$ cat src/rtl/uart_ldr_pkg.sv
// Shared types and constants for the UART memory loader.
package uart_ldr_pkg;

  // Loader frame-level states.
  typedef enum logic [3:0] {
    ST_IDLE,
    ST_HDR,
    ST_BANK,
    ST_LEN0,
    ST_LEN1,
    ST_DATA,
    ST_CSUM,
    ST_RESP,
    ST_FIN
  } ldr_state_t;

  // Receiver bit-level states.
  typedef enum logic [1:0] {
    RX_IDLE,
    RX_START,
    RX_DATA,
    RX_STOP
  } rx_state_t;

  localparam logic [7:0] HDR_BYTE = 8'hA5;
  localparam logic [7:0] ACK      = 8'h06;
  localparam logic [7:0] NAK      = 8'h15;

  // Oversampling ticks per bit and per 8N1 byte.
  localparam int OVS        = 16;
  localparam int BYTE_TICKS = 160;

  // Clock cycles per oversampling tick, rounded to nearest, never below 1.
  function automatic int ldr_div(input int clk_hz, input int baud);
    int d;
    d = (clk_hz + baud * (OVS / 2)) / (baud * OVS);
    if (d < 1) d = 1;
    return d;
  endfunction

endpackage

$ cat src/rtl/uart_ldr_phy.sv
// Serial PHY for the loader: oversampling tick, 8N1 receiver and 8N1 transmitter.
module uart_ldr_phy
  import uart_ldr_pkg::*;
#(
  parameter int CLK_HZ = 23_000_000,
  parameter int BAUD   = 128_000
) (
  input  logic       sys_clk,
  input  logic       sys_rst_n,
  input  logic       i_rx,
  output logic       o_tick,
  output logic [7:0] o_rx_byte,
  output logic       o_rx_stb,
  output logic       o_rx_ferr,
  input  logic       i_tx_start,
  input  logic [7:0] i_tx_byte,
  output logic       o_tx,
  output logic       o_tx_busy
);

  localparam int DIV     = ldr_div(CLK_HZ, BAUD);
  localparam int DCW     = (DIV > 1) ? $clog2(DIV) : 1;
  localparam int BIT_CYC = DIV * OVS;
  localparam int TCW     = $clog2(BIT_CYC);

  logic [DCW-1:0] r_div_cnt;
  logic           w_tick;

  logic           r_rx_meta;
  logic           r_rx_sync;
  rx_state_t      r_rx_state;
  rx_state_t      w_rx_state_next;
  logic [3:0]     r_rx_tcnt;
  logic [2:0]     r_rx_bcnt;
  logic [7:0]     r_rx_shift;
  logic [7:0]     r_rx_byte;
  logic           r_rx_stb;
  logic           r_rx_ferr;

  logic           r_tx_busy;
  logic [9:0]     r_tx_shift;
  logic [3:0]     r_tx_bcnt;
  logic [TCW-1:0] r_tx_ccnt;
  logic           r_tx_line;

  assign w_tick = (r_div_cnt == DCW'(DIV - 1));

  // Free-running divider producing the 16x oversampling tick.
  always_ff @(posedge sys_clk) begin
    if (!sys_rst_n)  r_div_cnt <= '0;
    else if (w_tick) r_div_cnt <= '0;
    else             r_div_cnt <= r_div_cnt + 1'b1;
  end

  // Two-flop synchroniser; the line idles high so reset to 1.
  always_ff @(posedge sys_clk) begin
    if (!sys_rst_n) begin
      r_rx_meta <= 1'b1;
      r_rx_sync <= 1'b1;
    end else begin
      r_rx_meta <= i_rx;
      r_rx_sync <= r_rx_meta;
    end
  end

  // Receiver state register.
  always_ff @(posedge sys_clk) begin
    if (!sys_rst_n) r_rx_state <= RX_IDLE;
    else            r_rx_state <= w_rx_state_next;
  end

  // Receiver next state: start confirmed mid-bit, then 8 data bits and one stop bit.
  always_comb begin
    w_rx_state_next = r_rx_state;
    case (r_rx_state)
      RX_IDLE:  if (w_tick && !r_rx_sync) w_rx_state_next = RX_START;
      RX_START: if (w_tick && r_rx_tcnt == 4'd7)
                  w_rx_state_next = r_rx_sync ? RX_IDLE : RX_DATA;
      RX_DATA:  if (w_tick && r_rx_tcnt == 4'd15 && r_rx_bcnt == 3'd7)
                  w_rx_state_next = RX_STOP;
      RX_STOP:  if (w_tick && r_rx_tcnt == 4'd15) w_rx_state_next = RX_IDLE;
      default:  w_rx_state_next = RX_IDLE;
    endcase
  end

  // Receiver datapath: tick counting, bit shifting and the byte strobe.
  always_ff @(posedge sys_clk) begin
    if (!sys_rst_n) begin
      r_rx_tcnt  <= '0;
      r_rx_bcnt  <= '0;
      r_rx_shift <= '0;
      r_rx_byte  <= '0;
      r_rx_stb   <= 1'b0;
      r_rx_ferr  <= 1'b0;
    end else begin
      r_rx_stb <= 1'b0;
      if (w_tick) begin
        case (r_rx_state)
          RX_IDLE: begin
            r_rx_tcnt <= '0;
            r_rx_bcnt <= '0;
          end
          RX_START: r_rx_tcnt <= (r_rx_tcnt == 4'd7) ? 4'd0 : r_rx_tcnt + 1'b1;
          RX_DATA: begin
            r_rx_tcnt <= r_rx_tcnt + 1'b1;
            if (r_rx_tcnt == 4'd15) begin
              r_rx_shift <= {r_rx_sync, r_rx_shift[7:1]};
              r_rx_bcnt  <= r_rx_bcnt + 1'b1;
            end
          end
          RX_STOP: begin
            r_rx_tcnt <= r_rx_tcnt + 1'b1;
            if (r_rx_tcnt == 4'd15) begin
              r_rx_byte <= r_rx_shift;
              r_rx_stb  <= 1'b1;
              r_rx_ferr <= !r_rx_sync;
            end
          end
          default: r_rx_tcnt <= '0;
        endcase
      end
    end
  end

  // Transmitter: whole bits counted in clock cycles so each lasts exactly one bit time.
  always_ff @(posedge sys_clk) begin
    if (!sys_rst_n) begin
      r_tx_busy  <= 1'b0;
      r_tx_shift <= '1;
      r_tx_bcnt  <= '0;
      r_tx_ccnt  <= '0;
      r_tx_line  <= 1'b1;
    end else if (!r_tx_busy) begin
      if (i_tx_start) begin
        r_tx_busy  <= 1'b1;
        r_tx_shift <= {1'b1, i_tx_byte, 1'b0};
        r_tx_line  <= 1'b0;
        r_tx_bcnt  <= '0;
        r_tx_ccnt  <= '0;
      end
    end else if (r_tx_ccnt == TCW'(BIT_CYC - 1)) begin
      r_tx_ccnt <= '0;
      if (r_tx_bcnt == 4'd9) begin
        r_tx_busy <= 1'b0;
        r_tx_line <= 1'b1;
      end else begin
        r_tx_bcnt  <= r_tx_bcnt + 1'b1;
        r_tx_line  <= r_tx_shift[1];
        r_tx_shift <= {1'b1, r_tx_shift[9:1]};
      end
    end else begin
      r_tx_ccnt <= r_tx_ccnt + 1'b1;
    end
  end

  assign o_tick    = w_tick;
  assign o_rx_byte = r_rx_byte;
  assign o_rx_stb  = r_rx_stb;
  assign o_rx_ferr = r_rx_ferr;
  assign o_tx      = r_tx_line;
  assign o_tx_busy = r_tx_busy;

endmodule

$ cat src/rtl/uart_mem_loader.sv
// Framed UART image loader: parses header/bank/length/payload/checksum and writes words to a bank.
module uart_mem_loader
  import uart_ldr_pkg::*;
#(
  parameter int CLK_HZ        = 23_000_000,
  parameter int BAUD          = 128_000,
  parameter int DATA_W        = 32,
  parameter int ADDR_W        = 14,
  parameter int N_BANKS       = 2,
  parameter int TIMEOUT_BYTES = 64
) (
  input  logic               sys_clk,
  input  logic               sys_rst_n,
  input  logic               start_i,
  input  logic               rx_i,
  output logic               tx_o,
  output logic [N_BANKS-1:0] wen_o,
  output logic [ADDR_W-1:0]  adr_o,
  output logic [DATA_W-1:0]  dat_o,
  output logic               busy_o,
  output logic               done_o,
  output logic               err_o
);

  localparam int BPW      = DATA_W / 8;
  localparam int BCW      = (BPW > 1) ? $clog2(BPW) : 1;
  localparam int BKW      = (N_BANKS > 1) ? $clog2(N_BANKS) : 1;
  localparam int TO_TICKS = TIMEOUT_BYTES * BYTE_TICKS;
  localparam int TOW      = $clog2(TO_TICKS + 1);
  localparam logic [32:0] MAX_LEN = 33'(1) << ADDR_W;

  // PHY interface
  logic              w_tick;
  logic [7:0]        w_rx_byte;
  logic              w_rx_stb;
  logic              w_rx_ferr;
  logic              w_tx_start;
  logic [7:0]        w_tx_byte;
  logic              w_tx_line;
  logic              w_tx_busy;

  // FSM
  ldr_state_t        r_state;
  ldr_state_t        w_state_next;
  logic              w_pass;
  logic              w_fail;
  logic              w_busy;

  // Datapath registers
  logic              r_start_d;
  logic              r_resp_sent;
  logic              r_done;
  logic              r_err;
  logic [BKW-1:0]    r_bank;
  logic [15:0]       r_len;
  logic [DATA_W-1:0] r_word;
  logic [BCW-1:0]    r_byte_cnt;
  logic [ADDR_W:0]   r_word_idx;
  logic [7:0]        r_csum;
  logic [TOW-1:0]    r_to_cnt;
  logic [ADDR_W-1:0] r_adr;
  logic [DATA_W-1:0] r_dat;
  logic [N_BANKS-1:0] r_wen;

  // Decode helpers
  logic              w_start_rise;
  logic              w_in_frame;
  logic              w_timeout;
  logic              w_byte_ok;
  logic              w_byte_bad;
  logic [15:0]       w_len_full;
  logic              w_word_last;
  logic [ADDR_W:0]   w_idx_inc;
  logic              w_words_done;
  logic [DATA_W-1:0] w_word_shift;
  logic              w_word_wr;

  uart_ldr_phy #(
    .CLK_HZ (CLK_HZ),
    .BAUD   (BAUD)
  ) u_phy (
    .sys_clk    (sys_clk),
    .sys_rst_n  (sys_rst_n),
    .i_rx       (rx_i),
    .o_tick     (w_tick),
    .o_rx_byte  (w_rx_byte),
    .o_rx_stb   (w_rx_stb),
    .o_rx_ferr  (w_rx_ferr),
    .i_tx_start (w_tx_start),
    .i_tx_byte  (w_tx_byte),
    .o_tx       (w_tx_line),
    .o_tx_busy  (w_tx_busy)
  );

  assign w_start_rise = start_i & ~r_start_d;
  assign w_in_frame   = r_state inside {ST_BANK, ST_LEN0, ST_LEN1, ST_DATA, ST_CSUM};
  assign w_timeout    = w_in_frame && (r_to_cnt >= TOW'(TO_TICKS));
  assign w_byte_ok    = w_rx_stb && !w_rx_ferr;
  assign w_byte_bad   = w_rx_stb && w_rx_ferr;
  assign w_len_full   = {w_rx_byte, r_len[7:0]};
  assign w_word_last  = (r_byte_cnt == BCW'(BPW - 1));
  assign w_idx_inc    = r_word_idx + 1'b1;
  assign w_words_done = (33'(w_idx_inc) == 33'(r_len));
  // Little-endian assembly: the newest byte enters at the top and slides down.
  assign w_word_shift = (r_word >> 8) | (DATA_W'(w_rx_byte) << (DATA_W - 8));
  assign w_word_wr    = (r_state == ST_DATA) && w_byte_ok && w_word_last;

  // FSM state register.
  always_ff @(posedge sys_clk) begin
    if (!sys_rst_n) r_state <= ST_IDLE;
    else            r_state <= w_state_next;
  end

  // FSM next state; framing errors and timeouts abort any in-frame state, a byte beats a timeout.
  always_comb begin
    w_state_next = r_state;
    w_pass       = 1'b0;
    w_fail       = 1'b0;
    case (r_state)
      ST_IDLE: if (w_start_rise) w_state_next = ST_HDR;
      ST_HDR:  if (w_byte_ok && w_rx_byte == HDR_BYTE) w_state_next = ST_BANK;
      ST_BANK: if (w_byte_ok) begin
                 if (w_rx_byte >= 8'(N_BANKS)) w_fail = 1'b1;
                 else                          w_state_next = ST_LEN0;
               end
      ST_LEN0: if (w_byte_ok) w_state_next = ST_LEN1;
      ST_LEN1: if (w_byte_ok) begin
                 if (33'(w_len_full) > MAX_LEN) w_fail = 1'b1;
                 else if (w_len_full == 16'd0)  w_state_next = ST_CSUM;
                 else                           w_state_next = ST_DATA;
               end
      ST_DATA: if (w_word_wr && w_words_done) w_state_next = ST_CSUM;
      ST_CSUM: if (w_byte_ok) begin
                 if (w_rx_byte == r_csum) w_pass = 1'b1;
                 else                     w_fail = 1'b1;
               end
      ST_RESP: if (r_resp_sent && !w_tx_busy) w_state_next = ST_FIN;
      ST_FIN:  w_state_next = ST_IDLE;
      default: w_state_next = ST_IDLE;
    endcase
    if (w_in_frame && (w_byte_bad || (!w_rx_stb && w_timeout))) w_fail = 1'b1;
    if (w_pass || w_fail) w_state_next = ST_RESP;
  end

  // FSM outputs: busy span, single TX launch in RESP, ACK/NAK choice.
  always_comb begin
    w_busy     = !(r_state inside {ST_IDLE, ST_FIN});
    w_tx_start = (r_state == ST_RESP) && !r_resp_sent;
    w_tx_byte  = r_done ? ACK : NAK;
  end

  // Frame datapath: flags, length, checksum, word assembly and timeout counter.
  always_ff @(posedge sys_clk) begin
    if (!sys_rst_n) begin
      r_start_d   <= 1'b0;
      r_resp_sent <= 1'b0;
      r_done      <= 1'b0;
      r_err       <= 1'b0;
      r_bank      <= '0;
      r_len       <= '0;
      r_word      <= '0;
      r_byte_cnt  <= '0;
      r_word_idx  <= '0;
      r_csum      <= '0;
      r_to_cnt    <= '0;
      r_adr       <= '0;
      r_dat       <= '0;
    end else begin
      r_start_d   <= start_i;
      r_resp_sent <= (r_state == ST_RESP);

      if (!w_in_frame || w_rx_stb)                     r_to_cnt <= '0;
      else if (w_tick && r_to_cnt < TOW'(TO_TICKS))    r_to_cnt <= r_to_cnt + 1'b1;

      if (r_state == ST_IDLE && w_start_rise) begin
        r_done     <= 1'b0;
        r_err      <= 1'b0;
        r_byte_cnt <= '0;
        r_word_idx <= '0;
        r_csum     <= '0;
      end
      if (w_pass) r_done <= 1'b1;
      if (w_fail) r_err  <= 1'b1;

      if (w_byte_ok) begin
        case (r_state)
          ST_BANK: r_bank <= w_rx_byte[BKW-1:0];
          ST_LEN0: r_len[7:0]  <= w_rx_byte;
          ST_LEN1: r_len[15:8] <= w_rx_byte;
          ST_DATA: begin
            r_word <= w_word_shift;
            r_csum <= r_csum ^ w_rx_byte;
            if (w_word_last) begin
              r_byte_cnt <= '0;
              r_word_idx <= w_idx_inc;
              r_adr      <= r_word_idx[ADDR_W-1:0];
              r_dat      <= w_word_shift;
            end else begin
              r_byte_cnt <= r_byte_cnt + 1'b1;
            end
          end
          default: ;
        endcase
      end
    end
  end

  // One write-enable flop per bank, pulsing for the cycle after a word completes.
  for (genvar gi = 0; gi < N_BANKS; gi++) begin : g_wen
    // Bank gi enable: set only when the selected bank matches this lane.
    always_ff @(posedge sys_clk) begin
      if (!sys_rst_n) r_wen[gi] <= 1'b0;
      else            r_wen[gi] <= w_word_wr && (r_bank == BKW'(gi));
    end
  end

  assign tx_o   = w_tx_line;
  assign wen_o  = r_wen;
  assign adr_o  = r_adr;
  assign dat_o  = r_dat;
  assign busy_o = w_busy;
  assign done_o = r_done;
  assign err_o  = r_err;

endmodule

$ cat config.mk
export PLATFORM = sky130hd
export DESIGN_NAME = uart_mem_loader
export DESIGN_NICKNAME = d
export VERILOG_FILES = /design/src/rtl/uart_ldr_pkg.sv /design/src/rtl/uart_ldr_phy.sv /design/src/rtl/uart_mem_loader.sv
export SDC_FILE = /design/constraint.sdc
export NUM_CORES = 1
export LEC_CHECK = 0
export CAP_MARGIN = 20
export CORE_ASPECT_RATIO = 1.4
export CORE_MARGIN = 10
export CORE_UTILIZATION = 50
export CTS_BUF_LIST = sky130_fd_sc_hd__clkbuf_2
export DETAILED_ROUTE_END_ITERATION = 12
export GPL_ROUTABILITY_DRIVEN = 0
export PLACE_DENSITY = 0.76
export SYNTH_ARGS = -nofsm -noshare
export SYNTH_HDL_FRONTEND = slang
export SYNTH_SLANG_ARGS = --single-unit
$ cat constraint.sdc
create_clock -name sys_clk -period 4.48 [get_ports sys_clk]
set_input_delay 0.896 -clock sys_clk [delete_from_list [all_inputs] [get_ports sys_clk]]
set_output_delay 0.896 -clock sys_clk [all_outputs]
set_load 0.01 [all_outputs]
Word level (Yosys, flattened, before mapping)
Cells that the tools add are included.

storage, ports and cells
  bits in registers = 201
  bits in latches = 0
  memory bits (writable) = 0
  memory bits (read-only) = 0
  input bits = 4
  logic and storage cells = 223
  memories kept = 0

operators by class
  add/sub/neg operators = 8
  multiply operators = 0
  divide/modulo/power cells = 0
  $lt $le $gt $ge = 4
  equality and inequality tests = 47
  shift-type cells = 0
  multiplexer cells = 68
  bitwise logic cells = 7
  reductions and logical operators = 56

operators with widths
  operator                                                                count
  15-bit two-way mux                                                      4
  4-bit two-way mux                                                       14
  8-bit two-way mux                                                       6
  10-bit two-way mux                                                      4
  24-bit by 32-bit bitwise OR with 32-bit output                          1
  4-bit one-hot mux with 8 select lines                                   1
  1-bit two-way mux                                                       22
  4-bit by 3-bit == test with 1-bit output, second input constant         5
  2-bit two-way mux                                                       10
  2-bit != test, second input constant                                    10
  10-bit AND reduction                                                    2
  1-bit logical AND                                                       19
  3-bit AND reduction                                                     6
  15-bit by 16-bit == test with 1-bit output                              1
  4-bit == test, second input constant                                    4
  8-bit == test, second input constant                                    2
  16-bit by 15-bit > comparator with 1-bit output, second input constant  1
  16-bit zero test                                                        1
  15-bit by 1-bit adder with 15-bit output, second input constant         1
  3-bit by 2-bit != test with 1-bit output, second input constant         5
  14-bit by 1-bit adder with 14-bit output, second input constant         1
  14-bit >= comparator, second input constant                             1
  14-bit less-than comparator, second input constant                      1
  2-bit by 1-bit != test with 1-bit output, second input constant         7
  other kinds (31)                                                        61

Longest topological paths before layout
  depth in word-level cells = 10
  depth in mapped cells = 11

Modules after synthesis
From an unflattened synthesis, not the netlist that was laid out.

unflattened totals
  cells, all modules = 1059
  area total of the unflattened synthesis = 8644.5 µm²

by module, submodules not included
  module           times used  cells an instance  area an instance (µm²)  seq. area each (µm²)
  uart_mem_loader  1           783                6085.8                  2722.6
  uart_ldr_phy     1           276                2558.7                  1101.1

Least setup slack after synthesis
No wires, ideal clock.

  path type = flip-flop to flip-flop
  start = reg r_word_idx[0]
  end = reg r_state[0]
  library setup time = 0.122 ns
  data arrival time = 2.202 ns
  slack = 2.156 ns
  stages on the path, launching flop included = 10
  period minus slack after synthesis = 2.324 ns
  cell sequence = dfxtp_1 -> ha_1 -> buf_2 -> nand3_2 -> or4_1 -> xnor2_1 -> nand4_1 -> nor3_1 -> a21oi_1 -> o311a_1

on the way
  longest elaborated chain between the ends = 5

RTL lines
  what                                                       RTL line                text
  from (decl)                                                uart_mem_loader.sv:58   logic [ADDR_W:0] r_word_idx;
  from (signal assigned)                                     uart_mem_loader.sv:195  r_word_idx <= w_idx_inc;
  15-bit by 1-bit adder with 15-bit output                   uart_mem_loader.sv:102  assign w_idx_inc = r_word_idx + 1'b1;
  15-bit by 16-bit == test with 1-bit output                 uart_mem_loader.sv:103  assign w_words_done = (33'(w_idx_inc) == 33'(r_len));
  1-bit logical AND                                          uart_mem_loader.sv:132  ST_DATA: if (w_word_wr && w_words_done) w_state_next = ST_CSUM;
  3-bit by 1-bit != test with 1-bit output (no source line)  --
  10-bit AND reduction (no source line)                      --
  to (signal assigned)                                       uart_mem_loader.sv:111  else r_state <= w_state_next;
  to (decl)                                                  uart_mem_loader.sv:43   ldr_state_t r_state;

No other way between the ends.
A chain may end at the register's enable or synchronous reset.

Final worst setup path
  start = reg r_state[1]
  end = out busy_o

on the way
  longest elaborated chain between the ends = 3
  elaborated cells on any way between the ends = 4
  classes of those cells = eq/ne (1); reduce/logical (3)

RTL lines
  what                                              RTL line                text
  4-bit == test or 4-bit zero test (tied branches)  uart_mem_loader.sv:147  w_busy = !(r_state inside {ST_IDLE, ST_FIN});
  2-bit nonzero test *                              uart_mem_loader.sv:147
  1-bit zero test *                                 uart_mem_loader.sv:147
  to (decl)                                         uart_mem_loader.sv:20   output logic busy_o,

Every way passes the cells marked *; elsewhere a longest branch is shown, timed or not.

==> impl_metrics.csv <==
group,metric,value,unit
timing,setup_viol,0,
grt,grt_usage,16.02,%
clock_tree,clk_latency,820,ps
logic_synthesis,yosysMostFrequentCell,"nand2_1",
logic_synthesis,synth_cell_type_count,56,
timing,tightest_slew,1046,ps
route,drc,0,
logic_synthesis,synth_warnings,0,
logic_synthesis,synth_area_leaders,"dfxtp_1 (46%), nand2_1 (11%), a21oi_1 (8.2%)",
route,ant_nets,0,
setup_path,end_kind,"output pin",
cells_and_area,fin_util,55.86,%
logic_synthesis,ys_ff_latch,191,
clock_tree,holdBufCountCts,0,
clock_tree,path_clk_slew,270,ps
pwr,power.total,2.815,mW
setup_path,cp_cell_sequence,"or3_1, clkdlybuf4s50_1",
pwr,powerDensity,310.3,nW/µm²
pwr,ir_drop,0.0001908,V
clock_tree,cts_resized,0,
cells_and_area,drive_gt1_share,4.953,%
route,via_per_inst,5.474,
setup_path,setup.worst_path.class,"flip-flop to output pin",
floorplanning,coreArea,16240,µm²
logic_synthesis,synth_area,8272,µm²
clock_tree,root_buffer,"clkbuf_2",
cells_and_area,syn2layout_area_growth,9.666,%
placed_design,place_hpwl,11790,µm
timing,finalCriticalPeriod,3104,ps
logic_synthesis,synth_top_area_cell,"dfxtp_1",
timing,period_share,69.29,%
timing,rsz0062_at_grt,"no",
logic_synthesis,synth_flop_cell,"dfxtp_1",
grt,antenna_found_initial,1,
setup_path,slowest_delay,500,ps
timing,slew_headroom,30.24,%
route,dr_total_vias,6952,
timing,max_freq,322.1,MHz
worst_hold_path,hold_start,"u_phy.r_rx_meta",
setup_path,required,3580,ps
cells_and_area,fin_nets,1073,
run_status,status,"completed",
logic_synthesis,synth_edf_count,0,
worst_hold_path,hp-class,"flip-flop to flip-flop",
grt,grt_max_degree,113,
route,drt-pass1-iter-count,7,
flow_run,cap_violations,0,
timing,setup_ws,1376,ps
setup_path,path_delay_family,"flip-flops",
cells_and_area,multi_input_area,4070,µm²
timing,hold_violations,0,
logic_synthesis,syn_avg_cell_area,7.885,µm²
grt,grt_pass1_wl,29730,µm
cells_and_area,fillers,1538,
setup_path,crit_path_start_kind,"flip-flop",
route,avgRoutedWirePerCell,13.93,µm
clock_tree,numCtsBuffers,17,
setup_path,rr_startpoint,"r_state[2]",
logic_synthesis,netlist.area_leader.share,46.23,%
logic_synthesis,synth-seq-area-share,46.23,%
timing,slew_viol_final,0,
logic_synthesis,netlist_instances,1049,
floorplanning,die_area,22160,µm²
logic_synthesis,async_reset_ff_share,0,%
floorplanning,die_x,128.7,µm
clock_tree,clock_path_buffers,2,
route,drt-initial-drc-count,577,
floorplanning,ioPinCount,56,
timing,skew,53.64,ps
logic_synthesis,syn_nets,1065,
setup_path,cp.arrival,2210,ps
logic_synthesis,yosys-top-cells-count,"nand2_1 (242), dfxtp_1 (191), a21oi_1 (136)",
placed_design,port_buffers,55,
floorplanning,row_count,55,
cells_and_area,seq_area,3824,µm²
placed_design,pre_cts_slack,1391,ps
setup_path,cp-startpoint,"r_state[1]",
clock_tree,cts_sinks,191,
timing,fin_tns_setup,0,ps
floorplanning,initial_core_util,50.93,%
setup_path,path_max_fanout,14,
clock_tree,cts_setup_buffers,0,
placed_design,dpl_cell_area,8801,µm²
route,wirelength,17690,µm
setup_path,crit_slowest_cell,"dfxtp_1",
floorplanning,die_h,172.2,µm
grt,grt_overflow_total,0,
pwr,leakage,3.260,nW
grt,grt_pass1_vias,6371,
clock_tree,cts_tree,"yes",
clock_tree,h-tree-depth,4,
cells_and_area,fin_area,9071,µm²
setup_path,cp.buffers_inverters,1,
[routing by layer]
metal / wire length, µm / global-route usage [%]
met4: 312 / 6.148
met2: 8680 / 27.59
met1: 7928 / 19.31
met5: 0 / 0
met3: 768 / 2.972
[registers in the layout, indices dropped and copies added (netlist names), 4 cells and up, named ones only]
register,count
r_word,24
u_phy.r_tx_shift,8
r_csum,8
u_phy.r_rx_shift,8
adr_o,14
r_state,4
r_len,16
u_phy.r_tx_bcnt,4
u_phy.r_tx_ccnt,8
dat_o,32
u_phy.r_div_cnt,4
r_word_idx,15
u_phy.o_rx_byte,8
r_to_cnt,14
u_phy.r_rx_tcnt,4
[placed cells by master, fill, tap and decap left out, types with 6 or more instances in the layout]
cell type          n
nand2_1          242
dfxtp_1          191
a21oi_1          136
nor2_1            92
clkdlybuf4s50_1   55
o21ai_0           44
nand3_1           29
xnor2_1           20
nor3_1            19
mux2i_1           19
clkbuf_2          19
xor2_1            18
inv_1             13
nand4_1           13
and3_1            12
and2_1            12
ha_1              12
or3_1             10
nor4_1             9
nand2b_1           8
nand3b_1           7
buf_4              7
nor2b_1            6
[worst paths after layout]
| path | cells after the start | end | slack [ps] |
|---|---|---|---|
| worst min register to register | 1 | u_phy.r_rx_sync | 450 |
| worst max register to register | 6 | r_word_idx[7] | 1420 |
| worst max-delay path | 2 | busy_o | 1380 |
| worst min-delay path | 1 | u_phy.r_rx_sync | 450 |
[power by group]
group | internal, mW | leakage (nW) | switching [mW] | total, mW
clock network | 0.187 | 0.147 | 0.651 | 0.838
registers | 1.72 | 1.54 | 0.0269 | 1.75
logic | 0.0810 | 1.57 | 0.150 | 0.231
total | 1.99 | 3.26 | 0.828 | 2.82
[through the flow]
stage | std cells | hold WS [ps]
6_report | 1270 | 447.1
5_1_grt | 1270 | 485.6
4_1_cts | 1267 | 450.6
3_5_place_dp | 1235 | 396.4
3_3_place_gp | 1235 | 391.4
2_1_floorplan | 1049 | 386.3
[layout make-up]
cell class / count / share of cell area [%]
Inverter: 14 / 0.6069
Sequential cell: 191 / 42.15
Timing Repair Buffer: 64 / 7.007
Antenna cell: 1 / 0.02759
Multi-Input combinational cell: 769 / 44.87
Clock buffer: 18 / 0.9931
Clock inverter: 14 / 1.600
Tap cell: 199 / 2.745
[cells by family (layout without fill, tap and decap cells)]
family,after synthesis,count (layout),share of synthesized area (%)
buf+inv,89,110,4.583
compound gates,219,219,14.70
xor+xnor,38,38,4.024
simple gates,480,480,26.21
mux,20,20,2.435
flops,191,191,46.23
fa+ha+maj,12,12,1.815
other cells,0,1,0
No activity file was read; power rests on OpenSTA's default activity.
